File: src/rtl/socket_range_regs_if.sv
// Avalon-MM slave bus bundle for the range register block.
// No logic inside; the slave drives readdata/waitrequest, the master the rest.
// Backpressure: the master holds its request while waitrequest is high.
interface socket_range_regs_if #(
  parameter int ADDR_W = 5
);
  logic [ADDR_W-1:0] address;
  logic              write;
  logic [31:0]       writedata;
  logic              read;
  logic [31:0]       readdata;
  logic              waitrequest;

  modport master (
    output address, write, writedata, read,
    input  readdata, waitrequest
  );

  modport slave (
    input  address, write, writedata, read,
    output readdata, waitrequest
  );
endinterface

File: src/rtl/socket_range_regs.sv
// NUM_CH range registers behind an Avalon-MM slave, with readback and a latched/maskable W1C irq.
// Latency: a request presented in cycle 0 is acknowledged in cycle WAIT_CYCLES+1; irq lags status by 1 cycle.
// Backpressure: waitrequest is high in every state except ACK. Option macro: SOCKET_RANGE_ZERO_HOLD_EN.
module socket_range_regs #(
  parameter int NUM_CH      = 4,
  parameter int CH_W        = 8,
  parameter int RESET_VAL   = 128,
  parameter int WAIT_CYCLES = 1,
  parameter int ADDR_W      = 5
) (
  input  logic                   clk,
  input  logic                   reset,
  socket_range_regs_if.slave     mm,
  input  logic [NUM_CH-1:0]      irq_src,
  output logic                   irq,
  output logic [NUM_CH*CH_W-1:0] range_out,
  output logic [NUM_CH-1:0]      update_pulse
);

  typedef enum logic [1:0] {S_IDLE, S_WAIT, S_ACK} state_t;

  localparam logic [ADDR_W-1:0] A_STATUS  = ADDR_W'(NUM_CH);
  localparam logic [ADDR_W-1:0] A_ENABLE  = ADDR_W'(NUM_CH + 1);
  localparam logic [ADDR_W-1:0] A_ID      = ADDR_W'(NUM_CH + 2);
  localparam logic [31:0]       ID_VAL    = {16'h5250, 8'(NUM_CH), 8'(CH_W)};
  localparam logic [CH_W-1:0]   RST_RANGE = CH_W'(RESET_VAL);

  state_t              state_q, state_d;
  logic [3:0]          cnt_q, cnt_d;
  logic [31:0]         readdata_q, readdata_d;
  logic [CH_W-1:0]     range_q [NUM_CH];
  logic [NUM_CH-1:0]   status_q, status_d;
  logic [NUM_CH-1:0]   enable_q;
  logic [NUM_CH-1:0]   src_q;
  logic [NUM_CH-1:0]   pulse_q;
  logic                irq_q;

  logic                req;
  logic                commit;
  logic [31:0]         rd_mux;
  logic [NUM_CH-1:0]   wr_ch;
  logic [NUM_CH-1:0]   clr;
  logic [CH_W-1:0]     wr_data;
  logic                unused_wdata;

  assign req          = mm.read | mm.write;
  assign commit       = (state_q == S_ACK) && mm.write;
  assign wr_data      = mm.writedata[CH_W-1:0];
  assign unused_wdata = ^mm.writedata;

  assign mm.waitrequest = (state_q != S_ACK);
  assign mm.readdata    = readdata_q;
  assign irq            = irq_q;
  assign update_pulse   = pulse_q;

  // Handshake FSM: IDLE loads the wait counter, WAIT counts down to ACK or aborts on a dropped request.
  always_comb begin
    state_d = state_q;
    cnt_d   = cnt_q;
    case (state_q)
      S_IDLE: begin
        if (req) begin
          cnt_d   = 4'(WAIT_CYCLES);
          state_d = (WAIT_CYCLES == 0) ? S_ACK : S_WAIT;
        end
      end
      S_WAIT: begin
        if (!req) begin
          state_d = S_IDLE;
        end else if (cnt_q <= 4'd1) begin
          state_d = S_ACK;
        end else begin
          cnt_d = cnt_q - 4'd1;
        end
      end
      S_ACK:   state_d = S_IDLE;
      default: state_d = S_IDLE;
    endcase
  end

  // Read decode; unmapped words read as zero.
  always_comb begin
    rd_mux = '0;
    for (int i = 0; i < NUM_CH; i++) begin
      if (mm.address == ADDR_W'(i)) rd_mux = 32'(range_q[i]);
    end
    if (mm.address == A_STATUS) rd_mux = 32'(status_q);
    if (mm.address == A_ENABLE) rd_mux = 32'(enable_q);
    if (mm.address == A_ID)     rd_mux = ID_VAL;
  end

  // readdata is captured on entry to ACK; a combined read+write is a write and returns zero.
  always_comb begin
    readdata_d = '0;
    if (state_d == S_ACK && mm.read && !mm.write) readdata_d = rd_mux;
  end

  // Per-channel commit strobes; these also become update_pulse one cycle later.
  always_comb begin
    wr_ch = '0;
    for (int i = 0; i < NUM_CH; i++) begin
`ifdef SOCKET_RANGE_ZERO_HOLD_EN
      wr_ch[i] = commit && (mm.address == ADDR_W'(i)) && (wr_data != '0);
`else
      wr_ch[i] = commit && (mm.address == ADDR_W'(i));
`endif
    end
  end

  // Status: rising edges set, W1C clears, a set in the same cycle as a clear wins.
  always_comb begin
    clr = '0;
    if (commit && mm.address == A_STATUS) clr = mm.writedata[NUM_CH-1:0];
    status_d = (status_q & ~clr) | (irq_src & ~src_q);
  end

  // Flattened view of the range registers for the fabric side.
  always_comb begin
    range_out = '0;
    for (int i = 0; i < NUM_CH; i++) range_out[i*CH_W +: CH_W] = range_q[i];
  end

  // All state; reset aborts any transfer in flight without committing it.
  always_ff @(posedge clk) begin
    if (reset) begin
      state_q    <= S_IDLE;
      cnt_q      <= '0;
      readdata_q <= '0;
      status_q   <= '0;
      enable_q   <= '0;
      src_q      <= '0;
      pulse_q    <= '0;
      irq_q      <= 1'b0;
      for (int i = 0; i < NUM_CH; i++) range_q[i] <= RST_RANGE;
    end else begin
      state_q    <= state_d;
      cnt_q      <= cnt_d;
      readdata_q <= readdata_d;
      status_q   <= status_d;
      src_q      <= irq_src;
      pulse_q    <= wr_ch;
      irq_q      <= |(status_q & enable_q);
      if (commit && mm.address == A_ENABLE) enable_q <= mm.writedata[NUM_CH-1:0];
      for (int i = 0; i < NUM_CH; i++) begin
        if (wr_ch[i]) range_q[i] <= wr_data;
      end
    end
  end

endmodule

File: src/flat_wrapper.sv
// flat-port wrapper written by rule: the top's interface ports become plain ports
module socket_range_regs_flat 
#(
  parameter int NUM_CH      = 4,
  parameter int CH_W        = 8,
  parameter int RESET_VAL   = 128,
  parameter int WAIT_CYCLES = 1,
  parameter int ADDR_W      = 5
)
  (clk, reset, irq_src, irq, range_out, update_pulse, mm_address, mm_write, mm_writedata, mm_read, mm_readdata, mm_waitrequest);
  socket_range_regs_if #(.ADDR_W(ADDR_W)) mm_i ();
  input  logic clk;
  input  logic reset;
  input  logic [NUM_CH-1:0] irq_src;
  output logic irq;
  output logic [NUM_CH*CH_W-1:0] range_out;
  output logic [NUM_CH-1:0] update_pulse;
  input wire logic [$bits(mm_i.address)-1:0] mm_address;
  input wire logic [$bits(mm_i.write)-1:0] mm_write;
  input wire logic [$bits(mm_i.writedata)-1:0] mm_writedata;
  input wire logic [$bits(mm_i.read)-1:0] mm_read;
  output wire logic [$bits(mm_i.readdata)-1:0] mm_readdata;
  output wire logic [$bits(mm_i.waitrequest)-1:0] mm_waitrequest;
  assign mm_i.address = mm_address;
  assign mm_i.write = mm_write;
  assign mm_i.writedata = mm_writedata;
  assign mm_i.read = mm_read;
  assign mm_readdata = mm_i.readdata;
  assign mm_waitrequest = mm_i.waitrequest;
  socket_range_regs #(.NUM_CH(NUM_CH), .CH_W(CH_W), .RESET_VAL(RESET_VAL), .WAIT_CYCLES(WAIT_CYCLES), .ADDR_W(ADDR_W)) u_core (.clk(clk), .reset(reset), .mm(mm_i), .irq_src(irq_src), .irq(irq), .range_out(range_out), .update_pulse(update_pulse));
endmodule
File: config.mk
export PLATFORM = sky130hd
export DESIGN_NAME = socket_range_regs_flat
export DESIGN_NICKNAME = d
export VERILOG_FILES = /design/src/rtl/socket_range_regs_if.sv /design/src/rtl/socket_range_regs.sv /design/src/flat_wrapper.sv
export SDC_FILE = /design/constraint.sdc
export NUM_CORES = 1
export LEC_CHECK = 0
export ABC_AREA = 1
export CAP_MARGIN = 15
export CORE_MARGIN = 2
export CORE_UTILIZATION = 40
export CTS_CLUSTER_DIAMETER = 30
export CTS_CLUSTER_SIZE = 14
export DETAILED_ROUTE_END_ITERATION = 10
export PLACE_DENSITY_LB_ADDON = 0.05
export SETUP_SLACK_MARGIN = 0.4
export SYNTH_ARGS = -nofsm -noshare
export SYNTH_HDL_FRONTEND = slang
export SYNTH_SLANG_ARGS = --single-unit
export TNS_END_PERCENT = 20
File: constraint.sdc
create_clock -name clk -period 4.8 [get_ports clk]
set_input_delay 0.96 -clock clk [delete_from_list [all_inputs] [get_ports clk]]
set_output_delay 0.96 -clock clk [all_outputs]
set_load 0.01 [all_outputs]
; After elaboration in Yosys (flattened, before gate mapping)
; Memory sizes are Yosys's and may differ from the RTL's.
; Cells that the tools add are included.
[word_totals]
memories = 1
output_inout_bits = 70
inputBits = 45
register_bits = 55
mem_bits_rw = 32
romBits = 0
latchBits = 0
[op_classes]
order_cmp = 1
n_mux = 34
n_div = 0
n_eq_ne = 13
shift = 0
reduce_logical = 19
n_addsub = 1
n_bitwise = 12
multipliers = 0
[mem_list]
columns = name, words, word_bits, rd, rd_clocked_by_memory_dff, wr, line
row1 = u_core.range_q, 4, 8, 4, 0, 4, socket_range_regs.sv:31  ; logic [CH_W-1:0] range_q [NUM_CH];
[ops]
columns = op, n
row1 = $mux W8, 10
row2 = $mux W31, 1
row3 = $mux W4, 4
row4 = $eq A5 B3 Y1 const B, 3
row5 = $mux W1, 14
row6 = $and A4 B4 Y4, 3
row7 = $eq A5 B2 Y1 const B, 2
row8 = $logic_and A1 B1 Y1, 9
row9 = $not A4 Y4, 2
row10 = $pmux W4 S2, 1
row11 = $reduce_or A8 Y1, 1
row12 = $mux W2, 3
row13 = $eq A5 B1 Y1 const B, 1
row14 = $logic_not A5 Y1, 1
row15 = $or A1 B1 Y1, 5
row16 = $reduce_or A5 Y1, 1
row17 = $eq A2 B2 Y1 const B, 2
row18 = $le A4 B1 Y1 const B, 1
row19 = $ne A2 B1 Y1 const B, 2
row20 = $ne A2 B2 Y1 const B, 2
row21 = $or A4 B4 Y4, 1
row22 = $pmux W2 S2, 1
row23 = $reduce_and A4 Y1, 1
row24 = $reduce_or A4 Y1, 1
row25 = 8 further kinds, 8

; Depth between registers and ports, before layout
; Gate-level depths: netlist of run 1.
[depth]
ltp_word = 9
depth_mapped = 9

; Least setup slack after synthesis of run 1
; OpenSTA, ideal clock, no wires.
[synth_timing]
kind = input port to flip-flop
from = input port mm_address[3]
to = memory u_core.range_q[3][0] (enable)
setup_slack_ns = 2.218
arrival_time_ns = 2.198
path_stages = 5
n_path_buf = 0
setup_time_ns = 0.384
cell_sequence = nor2_2 > inv_2 > nor3_4 > inv_1 > o21ai_0
[synth_lines]
columns = item, line
row1 = start: declaration, flat_wrapper.sv:18  ; input wire logic [$bits(mm_i.address)-1:0] mm_address;
row2 = end: declaration, socket_range_regs.sv:31

==> results.sh, run 1 <==
export IMPL_maxSlewHeadroom_pct=55.6
export IMPL_r2r_end="u_core.range_q[0][2]$_SDFFCE_PN0P_"
export IMPL_seqPwrFrac_pct=50.2
export IMPL_die_h_um=88.2
export IMPL_ys_seq_area_share_pct=56.4
export IMPL_place_congestion=0.858
export IMPL_finish_utilization_pct=55.7
export IMPL_synth_top_area_cell="edfxtp_1"
export IMPL_setup_viol=0
export IMPL_yosysMostFrequentCell="nor2_1"
export IMPL_place_area_um2=3600
export IMPL_final_min_clock_period_ns=2.91
export IMPL_clock_fmax_ghz=0.344
export IMPL_postCtsHoldBufs=0
export IMPL_grt_max_degree=15
export IMPL_portBuffers=72
export IMPL_die_x_um=88.2
export IMPL_ant_nets=0
export IMPL_final_cells=495
export IMPL_cts_made_buffers=9
export IMPL_hold_end="u_core.status_q[0]$_SDFF_PP0_"
export IMPL_cts_root_buf="clkbuf_8"
export IMPL_drc=0
export IMPL_min_path_cells=1
export IMPL_nets=441
export IMPL_synthTopCellsByArea="edfxtp_1 (34%), dfxtp_1 (23%), nor2_1 (7.9%), nand2_1 (7.7%), buf_4 (6.1%)"
export IMPL_cts_setup_buffers=0
export IMPL_max_cap_violations=0
export IMPL_critPathLaunch="mm_address[0]"
export IMPL_finalSetupTns_ns=0
export IMPL_tightestPinTransition_ns=0.658
export IMPL_start_kind="input pin"
export IMPL_fin_area_um2=3800
export IMPL_holdCritPathClass="reg2reg"
export IMPL_crit_required_ns=4.85
export IMPL_antenna_found_initial=0
export IMPL_cts_num_sinks=64
export IMPL_dp_hpwl_mm=5.04
export IMPL_num_vias=2326
export IMPL_grt_overflow=0
export IMPL_synth_top_area_share_pct=33.9
export IMPL_power_leakage_uw=0.00149
export IMPL_hold_viol=0
export IMPL_grt_pass1_wl_mm=10.4
export IMPL_clkPwrFrac_pct=38.8
export IMPL_r2r_setup_slack_ns=2.80
export IMPL_r2r_cells=5
export IMPL_end_kind="register"
export IMPL_synth_edff_count=32
export IMPL_syn_avg_cell_area_um2=9.04
export IMPL_dr_first_iter_drc_count=102
export IMPL_core_area_um2=6830
export IMPL_switchingPower_uw=315
export IMPL_power_density_nw_per_um2=317
export IMPL_ys_ff_latch=64
export IMPL_arrival_ns=2.96
export IMPL_dieArea_um2=7780
export IMPL_dp_cells=479
export IMPL_yosys_warnings=0
export IMPL_rows=30
export IMPL_worstSkewPairLatency_ns=0.34
export IMPL_ys_flop_type="edfxtp_1"
export IMPL_start_util_pct=41.5
export IMPL_synth_area_um2=2840
export IMPL_htreeDepth=3
export IMPL_wl_per_cell_um=13.9
export IMPL_crit_type="in2reg"
export IMPL_synthDistinctLibCells=27
export IMPL_hold_path_startpoint="u_core.src_q[0]$_SDFF_PP0_"
export IMPL_fin_crit_sh_pct=60.6
export IMPL_p_int_uw=892
export IMPL_power_uw=1210
export IMPL_cts_max_path_buffers=2
export IMPL_area_growth_pct=34.0
export IMPL_synth_cells=314
export IMPL_grt_total_usage_pct=18.4
export IMPL_status="finished, final reports clean"
export IMPL_routed_via_density=4.70
export IMPL_fin_worst_skew_ns=0.00753
export IMPL_worst_path_max_fanout=8
export IMPL_firstDrtPassIters=4
export IMPL_switching_share_pct=26.1
export IMPL_comb_power_share_pct=10.9
export IMPL_drive_gt1_share_pct=11.5
export IMPL_grt_pass1_vias=2111
export IMPL_r2r_start="u_core.state_q[1]$_SDFF_PP0_"
export IMPL_ctsResizeCount=0
export IMPL_diodes=0
export IMPL_rsz0062_at_grt="false"
export IMPL_pin_count=115
export IMPL_report_final_slew_viol_count=0
export IMPL_synth_async_reset_ratio_pct=0
export IMPL_irDropWorstVdd_v=0.000172
export IMPL_synth_commonest_cells="nor2_1 (60), nand2_1 (58), dfxtp_1 (32), edfxtp_1 (32), inv_1 (27)"
export IMPL_clkSlewWorstSetupHoldPaths_ns=0.07
export IMPL_wl_mm=6.86
export IMPL_cts_tree="yes"
-- stage by stage --
step | setup slack [ns] | hold WS, ns
after global placement | 1.56 | 0.412
after global routing | 1.81 | 0.447
after detailed placement | 1.55 | 0.424
after floorplan | 2.22 | 0.408
after CTS | 1.91 | 0.433
final | 1.89 | 0.428
-- worst max-delay path by stage --
stage	end	slack, ns	cells past startpoint
finish	u_core.range_q[0][2]$_SDFFCE_PN0P_	1.89	7
global route	u_core.range_q[0][2]$_SDFFCE_PN0P_	1.81	7
CTS	u_core.range_q[0][2]$_SDFFCE_PN0P_	1.91	7
detailed placement	u_core.range_q[0][3]$_SDFFCE_PN0P_	1.55	7
global placement	u_core.range_q[0][3]$_SDFFCE_PN0P_	1.56	7
floorplan	u_core.range_q[3][0]$_SDFFCE_PN0P_	2.22	5
-- power by group through the flow --
stage	clock [uW]	combinational [uW]	sequential [uW]
3_5_place_dp	0	132	619
3_3_place_gp	0	131	619
6_report	469	132	606
2_1_floorplan	0	82.7	620
5_1_grt	498	148	609
4_1_cts	479	132	606
-- metal layers --
layer	vias up	wire length, um	GRT usage [%]
met3	11	529	5.22
met1	1065	3050	23.6
met5	-	0	0
met4	0	120	7.30
li1	1148	-	-
met2	102	3160	29.5
-- logic make-up (layout without fill, tap and decap cells) --
group | Yosys count | count (layout) | share of synthesized area [%]
simple gates | 153 | 153 | 24.8
flops | 64 | 64 | 56.4
buf+inv | 61 | 129 | 11.1
compound gates | 33 | 33 | 6.61
fa+ha+maj | 2 | 2 | 0.882
other cells | 1 | 18 | 0.132
-- worst max-delay path, cell delays in order --
cell             delay (ns)
clkdlybuf4s50_1        0.48
nor2_2                 0.19
nand2_1                0.14
nor2_4                 0.27
inv_2                  0.09
o21ai_0                0.54
buf_4                  0.27
-- cells in the final DEF, fill, tap and decap left out, drive strengths merged --
cell / netlist / final
a21oi: 11 / 11
clkinvlp: 0 / 3
o211ai: 3 / 3
bufinv: 0 / 1
edfxtp: 32 / 32
nand3: 13 / 13
nor4: 1 / 1
nor2: 68 / 68
conb: 1 / 18
nand2: 58 / 58
nor3: 7 / 7
a41oi: 1 / 1
clkbuf: 2 / 9
inv: 36 / 39
ha: 2 / 2
nand4: 6 / 6
buf: 23 / 5
clkdlybuf4s50: 0 / 72
o22ai: 4 / 4
dfxtp: 32 / 32
o21ai: 13 / 13
a211oi: 1 / 1
-- layout make-up --
cell class / instances / area [um2]
inverter: 36 / 135
sequential: 64 / 1600
tap: 96 / 120
multi-input combinational: 206 / 985
timing repair buffer: 77 / 758
clock buffer: 9 / 124
clock inverter: 7 / 78.8
fill: 670 / 3030
-- state kept, by name, indices dropped and copies added (netlist names) --
name / count
u_core.cnt_q: 4
u_core.enable_q: 4
u_core.irq: 1
u_core.mm.readdata: 9
u_core.range_q: 32
u_core.src_q: 4
u_core.state_q: 2
u_core.status_q: 4
u_core.update_pulse: 4
No activity file was read; power rests on OpenSTA's default activity.
==> run 2, diff against run 1 <==
==> constraint.sdc (replaced) <==
create_clock -name clk -period 2.7 [get_ports clk]
set_input_delay 0.54 -clock clk [delete_from_list [all_inputs] [get_ports clk]]
set_output_delay 0.54 -clock clk [all_outputs]
set_load 0.01 [all_outputs]
==> run 2 against run 1 <==
- clock skew is 0.0033 ns higher
- setup slack worse by 1.3 ns
- clock power is 100% higher
- sequential power is 78% higher
- critical endpoint is now u_core.range_q[3][3]$_SDFFCE_PN0P_
- total power is 87% higher
- routed wire length is 3.1% higher
- largest cell class unchanged
- largest power group unchanged
- final area is 1.7% higher
==> results.sh, run 2 (same netlist as run 1, synthesis figures left out) <==
export IMPL_crit_required_ns=2.75
export IMPL_clkSlewWorstSetupHoldPaths_ns=0.07
export IMPL_r2r_start="u_core.cnt_q[0]$_SDFFE_PP0P_"
export IMPL_start_util_pct=41.5
export IMPL_wl_per_cell_um=14.1
export IMPL_grt_pass1_wl_mm=11.1
export IMPL_place_area_um2=3640
export IMPL_r2r_end="u_core.mm.readdata[4]$_SDFF_PP0_"
export IMPL_top_layer="met4"
export IMPL_cp_slowest_cell="clkdlybuf4s50_1"
export IMPL_final_cell_mix="clkdlybuf4s50_1 (72), nor2_1 (60), nand2_1 (58), dfxtp_1 (32), edfxtp_1 (32)"
export IMPL_grt_overflow=0
export IMPL_grt_max_degree=14
export IMPL_wl_met2_mm=3.14
export IMPL_dieArea_um2=7780
export IMPL_fin_crit_sh_pct=78.3
export IMPL_crit_end="u_core.range_q[3][3]$_SDFFCE_PN0P_"
export IMPL_dr_first_iter_drc_count=126
export IMPL_cts_num_sinks=64
export IMPL_final_min_clock_period_ns=2.11
export IMPL_cts_root_buf="clkbuf_8"
export IMPL_crit_chain="clkdlybuf4s50_1, inv_2, nor3_4, inv_1, o21ai_0, buf_4"
export IMPL_top_register="u_core.range_q"
export IMPL_htreeDepth=3
export IMPL_antenna_found_initial=0
export IMPL_r2r_cells=6
export IMPL_power_density_nw_per_um2=583
export IMPL_ant_nets=0
export IMPL_final_common_cell="clkdlybuf4s50_1"
export IMPL_place_congestion=0.822
export IMPL_num_vias=2351
export IMPL_rows=30
export IMPL_max_cap_violations=0
export IMPL_holdCritPathClass="reg2reg"
export IMPL_ctsResizeCount=0
export IMPL_r2r_setup_slack_ns=1.01
export IMPL_cts_tree="yes"
export IMPL_finalSetupTns_ns=0
export IMPL_finish_utilization_pct=56.6
export IMPL_power_leakage_uw=0.00154
export IMPL_drive_gt1_share_pct=12.3
export IMPL_routed_via_density=4.69
export IMPL_grt_pass1_vias=2215
export IMPL_cts_made_buffers=9
export IMPL_pin_count=115
export IMPL_diodes=0
export IMPL_setup_viol=0
export IMPL_start_kind="input pin"
export IMPL_firstDrtPassIters=4
export IMPL_die_h_um=88.2
export IMPL_end_kind="register"
export IMPL_dp_hpwl_mm=5.16
export IMPL_portBuffers=72
export IMPL_hold_viol=0
export IMPL_rsz0062_at_grt="false"
export IMPL_grt_total_usage_pct=19.3
export IMPL_postCtsHoldBufs=0
export IMPL_irDropWorstVdd_v=0.000328
export IMPL_fin_area_um2=3870
export IMPL_slowest_delay_ns=0.59
export IMPL_wl_met3_um=356
export IMPL_worst_path_max_fanout=6
export IMPL_cts_setup_buffers=0
export IMPL_area_growth_pct=36.3
export IMPL_core_area_um2=6830
export IMPL_fin_worst_skew_ns=0.0108
export IMPL_met1_length_mm=3.42
export IMPL_largest_register_ffs=32
export IMPL_status="finished, final reports clean"
export IMPL_critPathLaunch="mm_address[1]"
export IMPL_wl_mm=7.07
export IMPL_nets=447
export IMPL_clock_fmax_ghz=0.473
export IMPL_die_x_um=88.2
export IMPL_crit_type="in2reg"
export IMPL_arrival_ns=2.16
export IMPL_worstSkewPairLatency_ns=0.33
export IMPL_report_final_slew_viol_count=0
export IMPL_drc=0
export IMPL_cts_max_path_buffers=2
## run 2: cell types whose count changed in the layout (fill, tap and decap cells not counted), sizes merged
cell and change:
buf +6, clkbuf +4, clkinvlp -3, inv -3, bufinv +1, clkinv +1
## run 2: metrics by stage
stage	worst slack (ns)	instances	total power, uW	hold slack [ns]
6_report	0.587	501	2260	0.420
5_1_grt	0.410	501	2340	0.449
4_1_cts	0.592	501	2260	0.426
3_5_place_dp	0.256	485	1340	0.419
3_3_place_gp	0.238	485	1340	0.411
2_1_floorplan	0.538	331	1250	0.408
## run 2: cell type report
type,count,area (um2)
inverters,36,135
flip-flops and latches,64,1600
clock buffers,13,159
fillers,658,2960
repair buffers,83,803
clock inverters,3,65.1
well taps,96,120
multi-input cells,206,985
## run 2: where the power goes
group          switching (uW)  leakage, uW  internal, uW  total [uW]
sequential               23.6     0.000577          1050        1080
clock                     365     0.000114           570         936
combinational             141     0.000853           101         242
total                     530      0.00154          1730        2260
## run 2: worst min path at each step
stage	to	start	cells after the start	slack (ns)
2_1_floorplan	u_core.status_q[1]$_SDFF_PP0_	u_core.src_q[1]$_SDFF_PP0_	1	0.41
3_3_place_gp	u_core.status_q[0]$_SDFF_PP0_	u_core.src_q[0]$_SDFF_PP0_	1	0.41
3_5_place_dp	u_core.status_q[1]$_SDFF_PP0_	u_core.src_q[1]$_SDFF_PP0_	1	0.42
4_1_cts	u_core.status_q[0]$_SDFF_PP0_	u_core.src_q[0]$_SDFF_PP0_	1	0.43
5_1_grt	u_core.status_q[1]$_SDFF_PP0_	u_core.src_q[1]$_SDFF_PP0_	1	0.45
6_report	u_core.status_q[0]$_SDFF_PP0_	u_core.src_q[0]$_SDFF_PP0_	1	0.42
## run 2: routing by layer
layer  track usage, %  vias to the layer above
met5                0                        -
met4             8.95                        0
met3             2.99                       12
met2             29.7                       85
met1             27.1                     1099
li1                 -                     1155
## run 2: worst max-delay path, delay by kind of cell
family | cells | cell delay [ns]
AOI/OAI and AO/OA | 1 | 0.25
buffers and inverters | 4 | 1.02
and+or+nand+nor | 1 | 0.36
==> run 3, diff against run 2 <==
==> constraint.sdc (replaced) <==
create_clock -name clk -period 2.2 [get_ports clk]
set_input_delay 0.44 -clock clk [delete_from_list [all_inputs] [get_ports clk]]
set_output_delay 0.44 -clock clk [all_outputs]
set_load 0.01 [all_outputs]
==> run 3 against run 2 <==
- first-iteration DRC count fell by 4.0%
- sequential share of layout area shrank 1.1 points
- via count rose by 0.72%
==> results.sh, run 3 (same netlist as run 1, synthesis figures left out) <==
export IMPL_status="finished, final reports clean"
export IMPL_dp_slack_ns=0.0505
export IMPL_start_kind="input pin"
export IMPL_clock_fmax_ghz=0.575
export IMPL_end_kind="register"
export IMPL_worstSkewPairLatency_ns=0.34
export IMPL_fin_area_um2=3980
export IMPL_max_cap_violations=0
export IMPL_grt_total_usage_pct=19.5
export IMPL_wl_mm=7.21
export IMPL_grt_pass1_wl_mm=11.0
export IMPL_die_h_um=88.2
export IMPL_finalSetupTns_ns=0
export IMPL_pin_count=115
export IMPL_grt_max_degree=13
export IMPL_crit_required_ns=2.26
export IMPL_routed_via_density=4.63
export IMPL_wl_per_cell_um=14.1
export IMPL_holdCritPathClass="reg2reg"
export IMPL_power_uw=2730
export IMPL_nets=457
export IMPL_grt_overflow=0
export IMPL_final_common_cell="clkdlybuf4s50_1"
export IMPL_worst_path_max_fanout=4
export IMPL_cts_tree="yes"
export IMPL_firstDrtPassIters=4
export IMPL_diodes=0
export IMPL_crit_type="in2reg"
export IMPL_htreeDepth=3
export IMPL_power_density_nw_per_um2=688
export IMPL_cts_num_sinks=64
export IMPL_clkSlewWorstSetupHoldPaths_ns=0.07
export IMPL_arrival_ns=1.80
export IMPL_place_congestion=0.846
export IMPL_dieArea_um2=7780
export IMPL_rows=30
export IMPL_dr_first_iter_drc_count=121
export IMPL_largest_register_ffs=32
export IMPL_drive_gt1_share_pct=15.9
export IMPL_final_min_clock_period_ns=1.74
export IMPL_drc=0
export IMPL_cts_root_buf="clkbuf_8"
export IMPL_cts_max_path_buffers=2
export IMPL_start_util_pct=41.5
export IMPL_power_leakage_uw=0.00161
export IMPL_setup_viol=0
export IMPL_core_area_um2=6830
export IMPL_hold_viol=0
export IMPL_ant_nets=0
export IMPL_final_cell_mix="clkdlybuf4s50_1 (69), nor2_1 (60), nand2_1 (57), dfxtp_1 (32), edfxtp_1 (32)"
export IMPL_dp_hpwl_mm=5.32
export IMPL_cts_made_buffers=9
export IMPL_die_x_um=88.2
export IMPL_area_growth_pct=40.1
export IMPL_antenna_found_initial=0
export IMPL_rsz0062_at_grt="true"
export IMPL_portBuffers=72
export IMPL_report_final_slew_viol_count=0
export IMPL_irDropWorstVdd_v=0.000329
export IMPL_postCtsHoldBufs=0
export IMPL_grt_pass1_vias=2248
export IMPL_layout_setup_ws_ns=0.459
export IMPL_fin_crit_sh_pct=79.1
export IMPL_finish_utilization_pct=58.2
export IMPL_top_register="u_core.range_q"
export IMPL_fin_worst_skew_ns=0.0101
export IMPL_num_vias=2368
export IMPL_place_area_um2=3710
-- run 3: cell types whose count changed in the layout (fill, tap and decap cells not counted), moves of 2 or more --
cell / change
buf_4: +9
clkbuf_8: -2
inv_1: -2
clkinvlp_4: +2
nor2_2: -2
dlymetal6s2s_1: +2
nor2_4: +2
clkinv_4: +2
clkbuf_1: -2
o21ai_0: -2
inv_2: +2
clkdlybuf4s50_1: -3
-- run 3: through the flow --
stage	cells	hold slack [ns]
3_3_place_gp	493	0.411
5_1_grt	511	0.451
2_1_floorplan	331	0.408
4_1_cts	509	0.429
3_5_place_dp	493	0.417
6_report	511	0.428
-- run 3: final cells by class --
type	count	area [um2]
flip-flops and latches	64	1600
fillers	619	2860
clock buffers	9	124
well taps	96	120
repair buffers	93	886
clock inverters	7	96.3
inverters	36	135
multi-input cells	206	1010
-- run 3: what timing repair did --
action,in CTS,in global routing
endpoints found under the setup margin,1,44
buffers inserted,0,2
pin swaps,0,3
gates cloned,0,0
gates resized for setup,1,10
-- run 3: report_power, final --
group,internal (uW),switching (uW)
sequential,1290,30.4
clock,637,466
combinational,131,176
total,2060,672
-- run 3: worst paths after layout --
check / slack [ns] / start / cells after the start / endpoint
worst max-delay path: 0.46 / mm_address[4] / 7 / u_core.range_q[3][3]$_SDFFCE_PN0P_
worst min-delay path: 0.43 / u_core.src_q[3]$_SDFF_PP0_ / 1 / u_core.status_q[3]$_SDFF_PP0_
worst max register to register: 0.62 / u_core.cnt_q[0]$_SDFFE_PP0P_ / 8 / u_core.cnt_q[3]$_SDFFE_PP0P_
worst min register to register: 0.43 / u_core.src_q[3]$_SDFF_PP0_ / 1 / u_core.status_q[3]$_SDFF_PP0_
-- run 3: metal layers --
layer	global-route usage [%]	share of wire, %	vias up
li1	-	-	1179
met1	25.1	44	1090
met2	31.5	48	92
met3	5.97	7.2	7
met4	6.20	0.87	0
met5	0	0	-
-- run 3: worst max-delay path, cell delays in order --
cell,delay (ns)
clkdlybuf4s50_1,0.43
inv_1,0.12
nand2_1,0.12
nor3_4,0.30
inv_2,0.07
o21ai_2,0.17
buf_4,0.15
